===== src/rtl/swap_pkg.sv =====
// swap_pkg: shared types and helpers for the swap sequencer.
//   reg_idx_t   : 2-bit mapper register index
//   swap_req_t  : one swap request {a, b}
//   seq_state_t : sequencer FSM states
//   map_t       : packed shadow mapping table, entry i holds m[i]
package swap_pkg;

    localparam int NUM_REGS = 4;

    typedef logic [1:0] reg_idx_t;

    typedef struct packed {
        reg_idx_t a;
        reg_idx_t b;
    } swap_req_t;

    typedef enum logic [1:0] {
        IDLE    = 2'd0,
        DRAIN   = 2'd1,
        RESTORE = 2'd2
    } seq_state_t;

    typedef logic [NUM_REGS-1:0][1:0] map_t;

    localparam map_t IDENTITY_MAP = {2'd3, 2'd2, 2'd1, 2'd0};

    // True when every entry maps to itself.
    function automatic logic map_is_identity(input map_t m);
        logic ok;
        ok = 1'b1;
        for (int i = 0; i < NUM_REGS; i++) begin
            if (m[i] != reg_idx_t'(i)) begin
                ok = 1'b0;
            end
        end
        return ok;
    endfunction

    // Corrective swap: lowest i with m[i]!=i, paired with the j holding i.
    // Scanning downwards lets the lowest mismatching index win.
    function automatic swap_req_t restore_step(input map_t m);
        swap_req_t s;
        s.a = 2'd0;
        s.b = 2'd0;
        for (int i = NUM_REGS - 1; i >= 0; i--) begin
            if (m[i] != reg_idx_t'(i)) begin
                s.a = reg_idx_t'(i);
            end
        end
        for (int j = 0; j < NUM_REGS; j++) begin
            if (m[j] == s.a) begin
                s.b = reg_idx_t'(j);
            end
        end
        return s;
    endfunction

endpackage


===== src/rtl/swap_fifo.sv =====
// swap_fifo: synchronous FIFO of swap_req_t.
// Ports: clk, reset (async, active-high), i_push/i_pop (ignored when
// full/empty respectively), din, dout (head, combinational), full, empty,
// count (occupancy, $clog2(DEPTH)+1 bits).
module swap_fifo
    import swap_pkg::*;
#(
    parameter int DEPTH = 4
) (
    input  logic                     clk,
    input  logic                     reset,
    input  logic                     i_push,
    input  logic                     i_pop,
    input  swap_req_t                i_din,
    output swap_req_t                o_dout,
    output logic                     o_full,
    output logic                     o_empty,
    output logic [$clog2(DEPTH):0]   o_count
);

    localparam int AW = $clog2(DEPTH);
    localparam int CW = AW + 1;

    swap_req_t         r_mem [DEPTH];
    logic [AW-1:0]     r_wr_ptr;
    logic [AW-1:0]     r_rd_ptr;
    logic [CW-1:0]     r_count;
    logic              w_push;
    logic              w_pop;

    assign o_full  = (r_count == CW'(DEPTH));
    assign o_empty = (r_count == CW'(0));
    assign o_count = r_count;
    assign o_dout  = r_mem[r_rd_ptr];
    assign w_push  = i_push && !o_full;
    assign w_pop   = i_pop && !o_empty;

    // Entry storage; contents are don't-care until written.
    always_ff @(posedge clk) begin
        if (w_push) begin
            r_mem[r_wr_ptr] <= i_din;
        end
    end

    // Pointers and occupancy; a simultaneous push and pop leaves the count unchanged.
    always_ff @(posedge clk or posedge reset) begin
        if (reset) begin
            r_wr_ptr <= AW'(0);
            r_rd_ptr <= AW'(0);
            r_count  <= CW'(0);
        end else begin
            if (w_push) begin
                r_wr_ptr <= r_wr_ptr + AW'(1);
            end
            if (w_pop) begin
                r_rd_ptr <= r_rd_ptr + AW'(1);
            end
            case ({w_push, w_pop})
                2'b10:   r_count <= r_count + CW'(1);
                2'b01:   r_count <= r_count - CW'(1);
                default: r_count <= r_count;
            endcase
        end
    end

endmodule


===== src/rtl/swap_sequencer.sv =====
// swap_sequencer: owns the Register_Mapper doSWAP port.
// Queues swap requests (valid/ready), issues one per non-stalled cycle,
// keeps a shadow of the mapping table and reports whether it is identity.
// With SWAP_RESTORE_EN defined, restore_req drains the queue and then issues
// the minimal corrective swaps back to identity; otherwise restore_req is
// ignored and restore_busy/restore_done are held low.
// Ports: clk, reset (async, active-high), stall, req_valid/req_a/req_b/
// req_ready (request queue), restore_req/restore_busy/restore_done,
// swap_en/swap_r1/swap_r2 (registered mapper drive), identity, q_count.
module swap_sequencer
    import swap_pkg::*;
#(
    parameter int DEPTH = 4
) (
    input  logic                    clk,
    input  logic                    reset,
    input  logic                    stall,
    input  logic                    req_valid,
    input  logic [1:0]              req_a,
    input  logic [1:0]              req_b,
    output logic                    req_ready,
    input  logic                    restore_req,
    output logic                    restore_busy,
    output logic                    restore_done,
    output logic                    swap_en,
    output logic [1:0]              swap_r1,
    output logic [1:0]              swap_r2,
    output logic                    identity,
    output logic [$clog2(DEPTH):0]  q_count
);

    logic       r_swap_en;
    reg_idx_t   r_swap_r1;
    reg_idx_t   r_swap_r2;
    map_t       r_map;

    logic       w_push;
    logic       w_pop;
    logic       w_full;
    logic       w_empty;
    logic       w_idle;
    logic       w_drain;
    logic       w_fix_issue;
    logic       w_issue;
    swap_req_t  w_head;
    swap_req_t  w_req;
    swap_req_t  w_sel;

    assign w_req.a = req_a;
    assign w_req.b = req_b;

    swap_fifo #(.DEPTH(DEPTH)) u_fifo (
        .clk     (clk),
        .reset   (reset),
        .i_push  (w_push),
        .i_pop   (w_pop),
        .i_din   (w_req),
        .o_dout  (w_head),
        .o_full  (w_full),
        .o_empty (w_empty),
        .o_count (q_count)
    );

`ifdef SWAP_RESTORE_EN
    seq_state_t r_state;
    logic       r_restore_done;
    swap_req_t  w_fix;

    assign w_idle       = (r_state == IDLE);
    assign w_drain      = (r_state == DRAIN);
    assign w_fix        = restore_step(r_map);
    assign w_fix_issue  = (r_state == RESTORE) && !identity && !stall;
    assign w_sel        = w_pop ? w_head : w_fix;
    assign restore_busy = !w_idle;
    assign restore_done = r_restore_done;

    // Restore FSM: IDLE -> DRAIN (empty queue) -> RESTORE (until identity) -> IDLE.
    always_ff @(posedge clk or posedge reset) begin
        if (reset) begin
            r_state        <= IDLE;
            r_restore_done <= 1'b0;
        end else begin
            r_restore_done <= 1'b0;
            case (r_state)
                IDLE: begin
                    if (restore_req) begin
                        r_state <= DRAIN;
                    end
                end
                DRAIN: begin
                    if (w_empty) begin
                        r_state <= RESTORE;
                    end
                end
                RESTORE: begin
                    if (identity) begin
                        r_state        <= IDLE;
                        r_restore_done <= 1'b1;
                    end
                end
                default: r_state <= IDLE;
            endcase
        end
    end
`else
    logic w_unused_restore;

    assign w_unused_restore = restore_req;
    assign w_idle       = 1'b1;
    assign w_drain      = 1'b0;
    assign w_fix_issue  = 1'b0;
    assign w_sel        = w_head;
    assign restore_busy = 1'b0;
    assign restore_done = 1'b0;
`endif

    assign req_ready = !w_full && w_idle;
    assign w_push    = req_valid && req_ready;
    assign w_pop     = !w_empty && !stall && (w_idle || w_drain);
    assign w_issue   = w_pop || w_fix_issue;
    assign identity  = map_is_identity(r_map);

    assign swap_en = r_swap_en;
    assign swap_r1 = r_swap_r1;
    assign swap_r2 = r_swap_r2;

    // Mapper drive and shadow map; the shadow runs one edge ahead of the mapper.
    always_ff @(posedge clk or posedge reset) begin
        if (reset) begin
            r_swap_en <= 1'b0;
            r_swap_r1 <= 2'd0;
            r_swap_r2 <= 2'd0;
            r_map     <= IDENTITY_MAP;
        end else begin
            r_swap_en <= w_issue;
            if (w_issue) begin
                r_swap_r1        <= w_sel.a;
                r_swap_r2        <= w_sel.b;
                r_map[w_sel.a]   <= r_map[w_sel.b];
                r_map[w_sel.b]   <= r_map[w_sel.a];
            end
        end
    end

endmodule

===== config.mk =====
export PLATFORM = sky130hd
export DESIGN_NAME = swap_sequencer
export DESIGN_NICKNAME = d
export VERILOG_FILES = /design/src/rtl/swap_pkg.sv /design/src/rtl/swap_fifo.sv /design/src/rtl/swap_sequencer.sv
export SDC_FILE = /design/constraint.sdc
export NUM_CORES = 1
export LEC_CHECK = 0
export ABC_AREA = 1
export BUFFER_PORTS_ARGS = -buffer_cell sky130_fd_sc_hd__buf_2
export CELL_PAD_IN_SITES_DETAIL_PLACEMENT = 1
export CELL_PAD_IN_SITES_GLOBAL_PLACEMENT = 1
export CORE_AREA = 2 2 73 75
export CTS_BUF_LIST = sky130_fd_sc_hd__clkbuf_16
export CTS_CLUSTER_DIAMETER = 40
export DETAILED_ROUTE_END_ITERATION = 10
export DIE_AREA = 0 0 75 77
export GPL_TIMING_DRIVEN = 1
export PLACE_DENSITY = 0.75
export SETUP_SLACK_MARGIN = 0.05
export SLEW_MARGIN = 20
export SYNTH_ARGS = -nofsm -noshare
export SYNTH_HDL_FRONTEND = slang
export SYNTH_SLANG_ARGS = --single-unit

===== constraint.sdc =====
create_clock -name clk -period 2.02 [get_ports clk]
set_input_delay 0.101 -clock clk [delete_from_list [all_inputs] [get_ports clk]]
set_output_delay 0.101 -clock clk [all_outputs]
set_load 0.005 [all_outputs]

Yosys cells after proc, flatten, opt, wreduce, memory -nomap -nowiden
Memory sizes are Yosys's and may differ from the RTL's. Cells that the tools add are included.

Register bits after elaboration: 20. RAM bits: 16. Input port bits: 9. Word-level logic and storage cells: 54. Memories kept: 1.

Memory list: u_fifo.r_mem (words 4, width 4, read ports 1, clocked after memory_dff 0, wr ports 1, line swap_fifo.sv:24) `swap_req_t r_mem [DEPTH];`.

Add/sub/neg operators: 4. Order comparisons: 4. Equal/unequal tests: 6. Mux-type cells: 17. Reduce and logical (&&, ||, !) cells: 12.

Operators with widths (count): $bwmux W8 (2); $bmux W2 S2 (2); $demux W2 S2 (2); $mux W2 (4); $logic_and A1 B1 Y1 (6); $lt A2 B3 Y1 const B (2); $mux W1 (6); $pmux W3 S2 (1); $add A2 B1 Y2 const B (2); $ge A2 B1 Y1 const B (2); $ne A2 B2 Y1 const B (2); $reduce_bool A2 Y1 (2); $add A3 B1 Y3 const B (1); $eq A3 B3 Y1 const B (1); $logic_not A1 Y1 (3); $logic_not A3 Y1 (1); $sub A3 B1 Y3 const B (1); $eq A2 B1 Y1 const B (1); $eq A2 B2 Y1 const B (1); $ne A2 B1 Y1 const B (1).

Depth between registers and ports, before layout
Gate-level depths: netlist (run 1). An unclocked memory read counts as a cell.

Word-level depth: 7. Gate-level depth with buffers: 12. Gate-level depth less buffers: 12.

By module
Synthesis (run 1) repeated with hierarchy kept, for this count alone.

Cell total of the unflattened synthesis: 256. Area, all modules: 2000.7 µm².

By module, submodules not included: swap_fifo (times used 1, cells an instance 108, area each 1107.3 µm²); swap_sequencer (times used 1, cells an instance 148, area each 893.4 µm²).

Worst setup path after synthesis (run 1)
Ideal clock, no wire load.

Path type: reg-to-reg. Start: reg u_fifo.r_count[0] (netlist: u_fifo.o_count[0]). End: reg u_fifo.r_count[2] (netlist: u_fifo.o_count[2]). Arrival: 1754 ps. Required time: 1896 ps. Path slack: 141 ps. Cell stages (with the launch flop): 10. Path buffers: 0. Path through: dfrtp_1 -> inv_1 -> nand3_1 -> nand2_1 -> ha_1 -> inv_1 -> fa_1 -> a21oi_1 -> o21ai_0 -> xnor2_1.

Cells in the longest elaborated chain, start to end: 6. Elaborated cells between the ends (all ways): 14.

RTL lines: from (decl) (line swap_fifo.sv:27) `logic [CW-1:0] r_count;`; from (signal assigned) (line swap_fifo.sv:59) `2'b10: r_count <= r_count + CW'(1);`; from (signal assigned) (line swap_fifo.sv:60) `2'b01: r_count <= r_count - CW'(1);`; from (signal assigned) (line swap_fifo.sv:61) `default: r_count <= r_count;`; $eq A3 B3 Y1 (*) (line swap_fifo.sv:31) `assign o_full = (r_count == CW'(DEPTH));`; $logic_not A1 Y1 (*) (line swap_sequencer.sv:117) `assign req_ready = !w_full && w_idle;`; net req_ready (line swap_sequencer.sv:21) `output logic req_ready,`; $logic_and A1 B1 Y1 (line swap_sequencer.sv:118) `assign w_push = req_valid && req_ready;`; $logic_and A1 B1 Y1 (*) (line swap_fifo.sv:35) `assign w_push = i_push && !o_full;`; $eq A2 B1 Y1 / $eq A2 B2 Y1 (equally long branches) (line swap_fifo.sv:58) `case ({w_push, w_pop})`; $pmux W3 S2 / $reduce_bool A2 Y1 (equally long branches).

Mark *: on every way through the listed nets, which the timed path passes. The rest lies on a longest branch. A chain may end at the register's enable or synchronous reset.

Final worst setup path (run 1)
Start: reg u_fifo.r_count[0] (netlist: u_fifo.o_count[0]). End: reg u_fifo.r_count[2] (netlist: u_fifo.o_count[2]).

Cells in the longest elaborated chain, start to end: 6. Elaborated cells between the ends (all ways): 14.

RTL lines (line): $eq A3 B3 Y1 / $logic_not A3 Y1 (equally long branches) (swap_fifo.sv:31, swap_fifo.sv:32); $logic_not A1 Y1, on equally long branches; $logic_and A1 B1 Y1, on equally long branches (swap_sequencer.sv:118, swap_sequencer.sv:119); $logic_and A1 B1 Y1, on equally long branches (swap_fifo.sv:35, swap_fifo.sv:36); $eq A2 B1 Y1 / $eq A2 B2 Y1 (equally long branches) (swap_fifo.sv:58); $pmux W3 S2 / $reduce_bool A2 Y1 (equally long branches).

Several ways; a longest one is shown, not always the timed one.

==> qor.yml, run 1 <==
synth:
  ys_ff_latch: 36
  ys_warn_count: 0
  syn_area_per_cell_um2: 8.677
  syn_inst: 247
  seq_area_frac_synth_pct: 46.00
  async_reset_ff_share_pct: 55.56
  synth_top_cell_by_area: "edfxtp_1"
  synth_cell_types: 28
  synth.area.top_cells: "edfxtp_1, dfrtp_1, nand2_1, nand2_2, dfstp_2"
  synth_area_mm2: 0.002143
  synth_top_area_share_pct: 22.42
  synth_ff_type: "edfxtp_1"
  synth_edf_count: 16
floorplanning:
  start_util_pct: 43.06
  ioPinCount: 21
  num_rows: 26
  die_w_um: 75
  die_height_um: 77
  core_area_mm2: 0.004977
  die_area_mm2: 0.005775
setup_path:
  cp.arrival_ps: 2020
  start_kind: "register"
  r2r_start: "u_fifo.o_count[0]$_DFFE_PP0P_"
  worstPathMaxFanout: 4
  cp.required_ps: 2180
  rr_endpoint: "u_fifo.o_count[2]$_DFFE_PP0P_"
  r2r_cells: 9
  r2r_setup_slack_ps: 160
  path_class: "reg -> reg"
  end_kind: "register"
detailed_routing:
  ant_nets: 0
  wl_per_cell_um: 14.06
  first_iter_violations: 59
  drt_pass1_iterations: 4
  via_per_inst: 4.654
  num_vias: 1601
  drt_wl_total_um: 4836
  drcViolationCount: 0
sta:
  hold_violations: 0
  max_freq_mhz: 537.8
  finalSetupTns_ps: 0
  rsz0062_at_grt: "no"
  skew_ps: 4.039
  drv_slew: 0
  tightest_slew_ps: 768.0
  setup_viol: 0
  min_period_ps: 1859
  period_share_pct: 92.05
  maxSlewHeadroom_pct: 48.74
placement:
  dpl-instance-area_mm2: 0.002312
  hpwl_um: 3651
  portBuffers: 17
  routabilityCongestion: 0.8398
grt:
  grt_max_degree: 21
  antenna_found_initial: 0
  grt_overflow: 0
  grt_pass1_vias: 1723
  grt_pass1_wl_um: 8424
  grt_usage_pct: 19.66
power_and_ir_drop:
  power_leakage_uw: 0.001199
  power_density_mw_per_mm2: 1648
  ir_worst_vdd_v: 0.0008728
cts:
  clk_pin_slew_ps: 60
  cts_made_buffers: 5
  clock_latency_ps: 280
  root_buffer: "clkbuf_16"
  h-tree-depth: 2
  cts_buffer_depth: 2
  cts_tree: "done"
  post_cts_buffers: 0
  clkSinkCount: 36
worst_hold_path:
  hold_end: "u_fifo.r_mem[1][0]$_DFFE_PP_"
  hold_path_depth: 1
  min_from: "req_b[0]"
  min_path_type: "in -> reg"
final_layout:
  layout-drive-gt1-share_pct: 31.02
  syn_to_final_growth_pct: 16.40
  final_common_cell: "nand2_1"
  antenna_cells: 0
  final_cell_mix: "nand2_1, nand2_2, buf_2"
  nets: 288
  final_cell_area_mm2: 0.002495
job:
  drv_cap: 0
status:
  status: "complete, no violations"
## report_power, final
part / internal, uW / switching, uW
Combinational: 697 / 1380
Clock: 579 / 298
Sequential: 990 / 169
## metrics by stage
| stage | cells | util (%) | worst slack, ps | power, uW | hold slack (ps) |
|---|---|---|---|---|---|
| 3_5_place_dp | 335 | 46.46 | 126.2 | 3233 | 286.5 |
| 5_1_grt | 344 | 50.13 | 53.52 | 4447 | 34.14 |
| 2_1_floorplan | 248 | - | 141.5 | 2732 | 61.87 |
| 4_1_cts | 344 | 50.03 | 109.1 | 4152 | 30.25 |
| 3_3_place_gp | 335 | 46.46 | 254.9 | 3162 | 276.2 |
| 6_report | 344 | 50.13 | 160.5 | 4112 | 35.78 |
## cell usage after synthesis, types with 4 or more instances
library cell / instances
nand2_1: 98
dfstp_2: 4
nor2_1: 6
nor2_4: 4
nand3_2: 5
inv_2: 5
nand2_2: 21
edfxtp_1: 16
ha_1: 5
nand2_4: 5
nand3_1: 12
inv_1: 16
dfrtp_1: 16
o21ai_0: 6
## final cells by class
| cell class | instances | area (um2) |
|---|---|---|
| clock buffers | 5 | 125.1 |
| clock inverters | 3 | 42.54 |
| fillers | 602 | 2482 |
| inverters | 22 | 87.58 |
| multi-input cells | 186 | 1040 |
| flip-flops and latches | 36 | 987.2 |
| well taps | 70 | 87.58 |
| repair buffers | 22 | 125.1 |
## critical path: stages (launching register included)
cell and delay, ps:
dfrtp_2 440, inv_2 80, nand3_1 100, nand2_1 120
ha_1 160, inv_1 80, fa_1 410, a21oi_2 150
o21ai_1 80, xnor2_1 120
## per-layer routing
layer	routed length, um	global-route usage, %	vias up
met5	0	0	-
met4	53	5.893	0
met3	108	5.256	6
met2	2549	32.98	16
met1	2125	24.26	753
li1	-	-	826
## worst max path at each step
stage	start	end	slack [ps]
floorplan	u_fifo.o_count[0]$_DFFE_PP0P_	u_fifo.o_count[2]$_DFFE_PP0P_	140
global placement	u_fifo.o_count[0]$_DFFE_PP0P_	u_fifo.o_count[2]$_DFFE_PP0P_	250
detailed placement	u_fifo.o_count[0]$_DFFE_PP0P_	u_fifo.o_count[2]$_DFFE_PP0P_	130
CTS	u_fifo.o_count[0]$_DFFE_PP0P_	u_fifo.o_count[2]$_DFFE_PP0P_	110
global route	u_fifo.o_count[0]$_DFFE_PP0P_	u_fifo.o_count[2]$_DFFE_PP0P_	50
finish	u_fifo.o_count[0]$_DFFE_PP0P_	u_fifo.o_count[2]$_DFFE_PP0P_	160
## state kept, by name, summed over array words and instances, names as in the netlist
register         count
swap_en              1
u_fifo.r_mem        16
u_fifo.o_count       3
u_fifo.r_rd_ptr      2
swap_r2              2
r_map                8
swap_r1              2
u_fifo.r_wr_ptr      2
## cells by family after synthesis
| kind of cell | after synthesis | synth area share (%) |
|---|---|---|
| simple gates | 162 | 39.52 |
| flops | 36 | 46.00 |
| buf+inv | 26 | 5.838 |
| compound gates | 11 | 2.568 |
| fa+ha+maj | 6 | 3.853 |
| xor+xnor | 5 | 2.044 |
| other cells | 1 | 0.1750 |
## what timing repair did
item | CTS | global route
setup endpoints to repair | 0 | 1
hold endpoints to repair | 16 | 0
hold buffers | 1 | 0
resized for setup | 0 | 5
Power figures use the tool's default switching activity.
==> run 2, diff against run 1 <==
ABC_AREA = unset   (was 1)
CORE_AREA = 2 2 66 68   (was 2 2 73 75)
DIE_AREA = 0 0 68 70   (was 0 0 75 77)
PLACE_DENSITY = 0.73   (was 0.75)
SETUP_SLACK_MARGIN = 0.02   (was 0.05)
==> run 2 against run 1 <==
Net effect: non-clock buffer count is 12 higher; highest routed layer unchanged; clock skew hardly changed; critical path depth is 4 lower; die area is 18% lower; sequential share of layout area is 4.4 points higher.
==> qor.yml, run 2 <==
cts:
  clock_latency_ps: 270
  clkSinkCount: 36
  cts_tree: "done"
  clk_pin_slew_ps: 60
  h-tree-depth: 2
  cts_made_buffers: 5
  cts_buffer_depth: 2
  root_buffer: "clkbuf_16"
detailed_routing:
  drcViolationCount: 0
  wl_per_cell_um: 17.71
  drt_wl_total_um: 4020
  via_per_inst: 5.313
  first_iter_violations: 79
  drt_pass1_iterations: 4
  num_vias: 1206
  ant_nets: 0
grt:
  antenna_found_initial: 0
  grt_pass1_wl_um: 6720
  grt_usage_pct: 19.37
  grt_max_degree: 21
  grt_overflow: 0
  grt_pass1_vias: 1340
placement:
  portBuffers: 17
  place_inst: 216
  place_ws_ps: -67.81
  hpwl_um: 2798
  routabilityCongestion: 0.8130
  dpl-instance-area_mm2: 0.001992
floorplanning:
  num_rows: 24
  die_area_mm2: 0.004760
  die_height_um: 70
  die_w_um: 68
  ioPinCount: 21
  start_util_pct: 43.06
  core_area_mm2: 0.004144
power_and_ir_drop:
  ir_worst_vdd_v: 0.0007349
  power_density_mw_per_mm2: 1488
  power_leakage_uw: 0.0009822
  finalPower_uw: 3339
synth:
  synth_top_area_share_pct: 26.93
  ys_top_cells_by_count: "dfrtp_1, edfxtp_1, nand2_1"
  ys_ff_latch: 36
  syn_area_per_cell_um2: 12.93
  synth_area_mm2: 0.001784
  syn_inst: 138
  synth.area.top_cells: "edfxtp_1, dfrtp_1, mux2i_1, dfstp_2, mux4_2"
  synth_edf_count: 16
  synth_top_cell_by_area: "edfxtp_1"
  seq_area_frac_synth_pct: 55.26
  synth_ff_type: "edfxtp_1"
  synth_cell_types: 36
  async_reset_ff_share_pct: 55.56
  ys_warn_count: 0
sta:
  min_period_ps: 1964
  period_share_pct: 97.21
  maxSlewHeadroom_pct: 48.57
  final.setup.worst_slack_ps: 56.33
  max_freq_mhz: 509.3
  hold_violations: 0
  skew_ps: 4.471
  finalSetupTns_ps: 0
  drv_slew: 0
  setup_viol: 0
  rsz0062_at_grt: "yes"
  tightest_slew_ps: 770.5
setup_path:
  cp_slowest_cell: "mux4_2"
  start_kind: "register"
  worstPathMaxFanout: 8
  r2r_setup_slack_ps: 60
  cp.required_ps: 2180
  cp.arrival_ps: 2130
  worstPathCellList: "mux4_2, nor2b_1, o21ai_1, a32oi_1, nand2_1"
  rr_endpoint: "r_map[3]$_DFFE_PP0P_"
  path_class: "reg -> reg"
  r2r_start: "u_fifo.r_rd_ptr[0]$_DFFE_PP0P_"
  end_kind: "register"
  slowest_delay_ps: 660
  r2r_cells: 5
status:
  status: "complete, no violations"
final_layout:
  syn_to_final_growth_pct: 25.74
  largest_register_ffs: 16
  largest_register: "u_fifo.r_mem"
  final_common_cell: "buf_2"
  finalNonFillerCells: 227
  final_cell_mix: "buf_2, edfxtp_1, buf_4, dfrtp_1, nand2_1"
  nets: 189
  layout-drive-gt1-share_pct: 40.00
  antenna_cells: 0
  final_cell_area_mm2: 0.002243
worst_hold_path:
  min_from: "req_b[1]"
  hold_end: "u_fifo.r_mem[0][1]$_DFFE_PP_"
  min_path_type: "in -> reg"
  hold_path_depth: 1
job:
  drv_cap: 0
## run 2: changes by cell type in the layout (fill, tap and decap cells not counted), sizes merged, moves of 3 or more
cell    previous run  this run
a222oi             0         3
a32oi              0         4
and2               0         3
and3               0         4
buf               21        33
inv               21        10
mux2               0         3
mux2i              0        11
mux4               0         4
nand2            125        13
nand3             20         1
nor2              13         6
nor2b              0         3
o21ai              9         6
## run 2: worst max-delay path by stage
stage / from / endpoint / cells past startpoint / slack [ps]
6_report: u_fifo.r_rd_ptr[0]$_DFFE_PP0P_ / r_map[3]$_DFFE_PP0P_ / 5 / 60
5_1_grt: u_fifo.r_rd_ptr[0]$_DFFE_PP0P_ / r_map[0]$_DFFE_PP0P_ / 6 / -60
4_1_cts: u_fifo.r_rd_ptr[0]$_DFFE_PP0P_ / r_map[1]$_DFFE_PP0P_ / 5 / 20
3_5_place_dp: u_fifo.r_rd_ptr[0]$_DFFE_PP0P_ / r_map[7]$_DFFE_PP1P_ / 6 / -70
3_3_place_gp: u_fifo.r_rd_ptr[0]$_DFFE_PP0P_ / r_map[7]$_DFFE_PP1P_ / 6 / -20
2_1_floorplan: u_fifo.o_count[0]$_DFFE_PP0P_ / u_fifo.o_count[2]$_DFFE_PP0P_ / 10 / 50
## run 2: cell families after synthesis
family	Yosys count	synth area share, %
flip-flops	36	55.26
AND/OR/NAND/NOR	39	11.36
buffers and inverters	16	5.119
AO/OA/AOI/OAI	16	7.152
other	1	0.2102
XOR/XNOR	6	2.946
adder cells (fa/ha/maj)	6	4.628
multiplexers	18	13.32
## run 2: through the flow
step	util, %	hold slack, ps
5_1_grt	54.14	47.05
3_5_place_dp	48.07	288.6
6_report	54.14	43.59
3_3_place_gp	48.07	271.0
2_1_floorplan	-	61.87
4_1_cts	52.45	43.63
## run 2: final cells by class
type	count	area, um2
clock buffers	5	125.1
clock inverters	3	42.54
fillers	429	1901
inverters	10	37.54
multi-input cells	87	767.0
flip-flops and latches	36	987.2
well taps	52	65.06
repair buffers	34	219.0
## run 2: repair_timing
action                                  4_1_cts  5_1_grt
cloned                                        0        0
gates resized for setup                       4       16
buffers inserted                              0        2
endpoints found under the hold margin        16        0
endpoints found under the setup margin        9        9
hold buffers                                  1        0
pin swaps                                     0       11
## run 2: power breakdown
group | switching, uW | internal [uW] | total [uW]
registers | 130 | 964 | 1090
clock network | 280 | 579 | 859
logic | 717 | 669 | 1390
total | 1130 | 2210 | 3340
## run 2: critical path: cells and delay by family, from the launching register on
family | cells | cell delay [ps]
muxes | 1 | 660
DFF | 1 | 450
and+or+nand+nor | 2 | 380
AOI/OAI and AO/OA | 2 | 360
## run 2: routing by layer
metal | share of wire [%] | vias up | routed length, um | global-route usage (%)
li1 | - | 571 | - | -
met1 | 40 | 603 | 1605 | 23.62
met2 | 56 | 25 | 2232 | 32.15
met3 | 3.3 | 7 | 134 | 6.119
met4 | 1.2 | 0 | 48 | 6.000
met5 | 0 | - | 0 | 0
==> run 3, diff against run 2 <==
SETUP_SLACK_MARGIN = 0.5   (was 0.02)
==> run 3 against run 2 <==
Net effect: the run now ends with setup timing left; hold slack worse by 16 ps; first-iteration DRC count is 15% lower; fmax is 2.9% lower; final area is 8.0% higher; register-to-register slack worse by 60 ps; global-route usage is 2.1 points higher; flip-flop and latch count stayed put.
==> qor.yml, run 3 (synthesis gave the netlist of run 2 again) <==
power_and_ir_drop:
  combinationalPowerShare_pct: 47.6
  seqPwrFrac_pct: 30.7
  power_leakage_uw: 0.001060
  finalPower_uw: 3620
  p_clk_share_pct: 21.6
  ir_worst_vdd_v: 0.0008716
  swShare_pct: 35.91
  switching_power_uw: 1300
  power_density_mw_per_mm2: 1495
  intPower_uw: 2321
sta:
  max_freq_mhz: 494.5
  skew_ps: 6.001
  drv_slew: 0
  tightest_slew_ps: 786.0
  final.setup.worst_slack_ps: -2.265
  hold_slack_ps: 27.46
  setup_viol: 1
  period_share_pct: 100.1
  min_period_ps: 2022
  maxSlewHeadroom_pct: 47.54
  hold_violations: 0
  rsz0062_at_grt: "yes"
detailed_routing:
  drcViolationCount: 0
  wl_per_cell_um: 19.18
  via_per_inst: 5.263
  drt_wl_total_um: 4602
  first_iter_violations: 67
  ant_nets: 0
  drt_pass1_iterations: 4
  num_vias: 1263
cts:
  cts_tree: "done"
  clk_pin_slew_ps: 60
  root_buffer: "clkbuf_16"
  cts_made_buffers: 5
  h-tree-depth: 2
  cts_buffer_depth: 2
  clkSinkCount: 36
  clock_latency_ps: 290
placement:
  routabilityCongestion: 0.8764
  hpwl_um: 2816
  portBuffers: 17
final_layout:
  layout-drive-gt1-share_pct: 51.06
  largest_register: "u_fifo.r_mem"
  final_common_cell: "buf_4"
  antenna_cells: 0
  syn_to_final_growth_pct: 35.76
  final_cell_mix: "buf_4, buf_2, edfxtp_1"
  largest_register_ffs: 16
  nets: 202
  fillers: 424
grt:
  grt_usage_pct: 21.45
  grt_overflow: 0
  grt_max_degree: 21
  grt_pass1_wl_um: 7286
  grt_pass1_vias: 1400
  antenna_found_initial: 0
setup_path:
  crit_buf_inv: 1
  cp.arrival_ps: 2200
  path_depth: 6
  r2r_cells: 6
  crit_top_cell: "mux2i_1"
  end_kind: "register"
  critical-path-top-delay-family: "multiplexers"
  worstPathCellList: "mux4_2, mux2i_1, mux2i_1, buf_4, a32oi_1, nand2_1"
  cp_slowest_cell: "mux4_2"
  cp.required_ps: 2200
  worstPathMaxFanout: 8
  start_kind: "register"
  path_class: "reg -> reg"
  slowest_delay_ps: 670
floorplanning:
  die_area_mm2: 0.004760
  num_rows: 24
  die_w_um: 68
  core_area_mm2: 0.004144
  start_util_pct: 43.06
  die_height_um: 70
  ioPinCount: 21
worst_hold_path:
  hold_path_depth: 1
  min_path_type: "in -> reg"
job:
  drv_cap: 0
status:
  violations: "setup timing"
  status: "complete, but fails checks"
[run 3: changes by cell type in the layout (fill, tap and decap cells not counted), moves of 2 or more]
cell,before,now
buf_4,15,22
buf_6,1,6
dfrtp_1,15,13
dfrtp_2,1,3
mux2_2,3,0
mux2_4,0,3
nor3_1,3,1
[run 3: layout make-up]
cell class	count	area [um2]	area share [%]
Timing Repair Buffer	47	342.8	14.15
Multi-Input combinational cell	87	835.8	34.50
Inverter	10	40.04	1.653
Sequential cell	36	989.7	40.86
Tap cell	52	65.06	2.686
Clock buffer	5	125.1	5.165
Clock inverter	3	23.77	0.9814
[run 3: per-stage QoR]
step	worst slack (ps)	util [%]	TNS [ps]	cells	area, um2
finish	-2.265	58.45	-2.265	240	2422
global route	-129.1	58.45	-524.3	240	2422
CTS	40.79	55.56	0	233	2302
detailed placement	-97.80	48.76	-231.2	212	2021
global placement	-8.314	48.76	-9.979	212	2021
floorplan	170.6	-	0	139	1849
[run 3: what timing repair did]
item / CTS / global route
buffers inserted: 12 / 7
resized for setup: 10 / 16
hold buffers: 1 / 0
pin swaps: 15 / 9
endpoints found under the hold margin: 16 / 0
endpoints found under the setup margin: 14 / 15
[run 3: final timing paths]
kind                                                     start                        endpoint  slack [ps]
min in group asynchronous                                reset               swap_en$_DFF_PP0_         510
max in group asynchronous                                reset  u_fifo.r_rd_ptr[0]$_DFFE_PP0P_         960
worst min register to register          swap_r2[0]$_DFFE_PP0P_          swap_r2[0]$_DFFE_PP0P_         510
worst min-delay path                                  req_b[1]    u_fifo.r_mem[0][1]$_DFFE_PP_          30
worst max-delay path            u_fifo.r_rd_ptr[0]$_DFFE_PP0P_            r_map[3]$_DFFE_PP0P_          -2
worst max register to register  u_fifo.r_rd_ptr[0]$_DFFE_PP0P_            r_map[3]$_DFFE_PP0P_          -2
[run 3: power by group through the flow]
stage                     logic (uW)  clock network (uW)  registers (uW)
after global placement          1240                   0            1130
after global routing            1880                 816            1140
after detailed placement        1280                   0            1130
final                           1720                 784            1110
after CTS                       1500                 784            1110
after floorplan                  956                   0            1100
[run 3: per-layer routing]
metal | share of wire (%) | up-vias | wire, um | global-route usage [%]
met5 | 0 | - | 0 | 0
met4 | 2.0 | 0 | 93 | 8.000
met3 | 3.0 | 6 | 137 | 5.475
met2 | 54 | 17 | 2467 | 35.38
met1 | 41 | 649 | 1904 | 26.62
li1 | - | 591 | - | -
[run 3: worst reg2reg max path: stages, from the launching register on]
cell     delay, ps
dfrtp_2        440
mux4_2         670
mux2i_1        220
mux2i_1        140
buf_4          160
a32oi_1        200
nand2_1         80
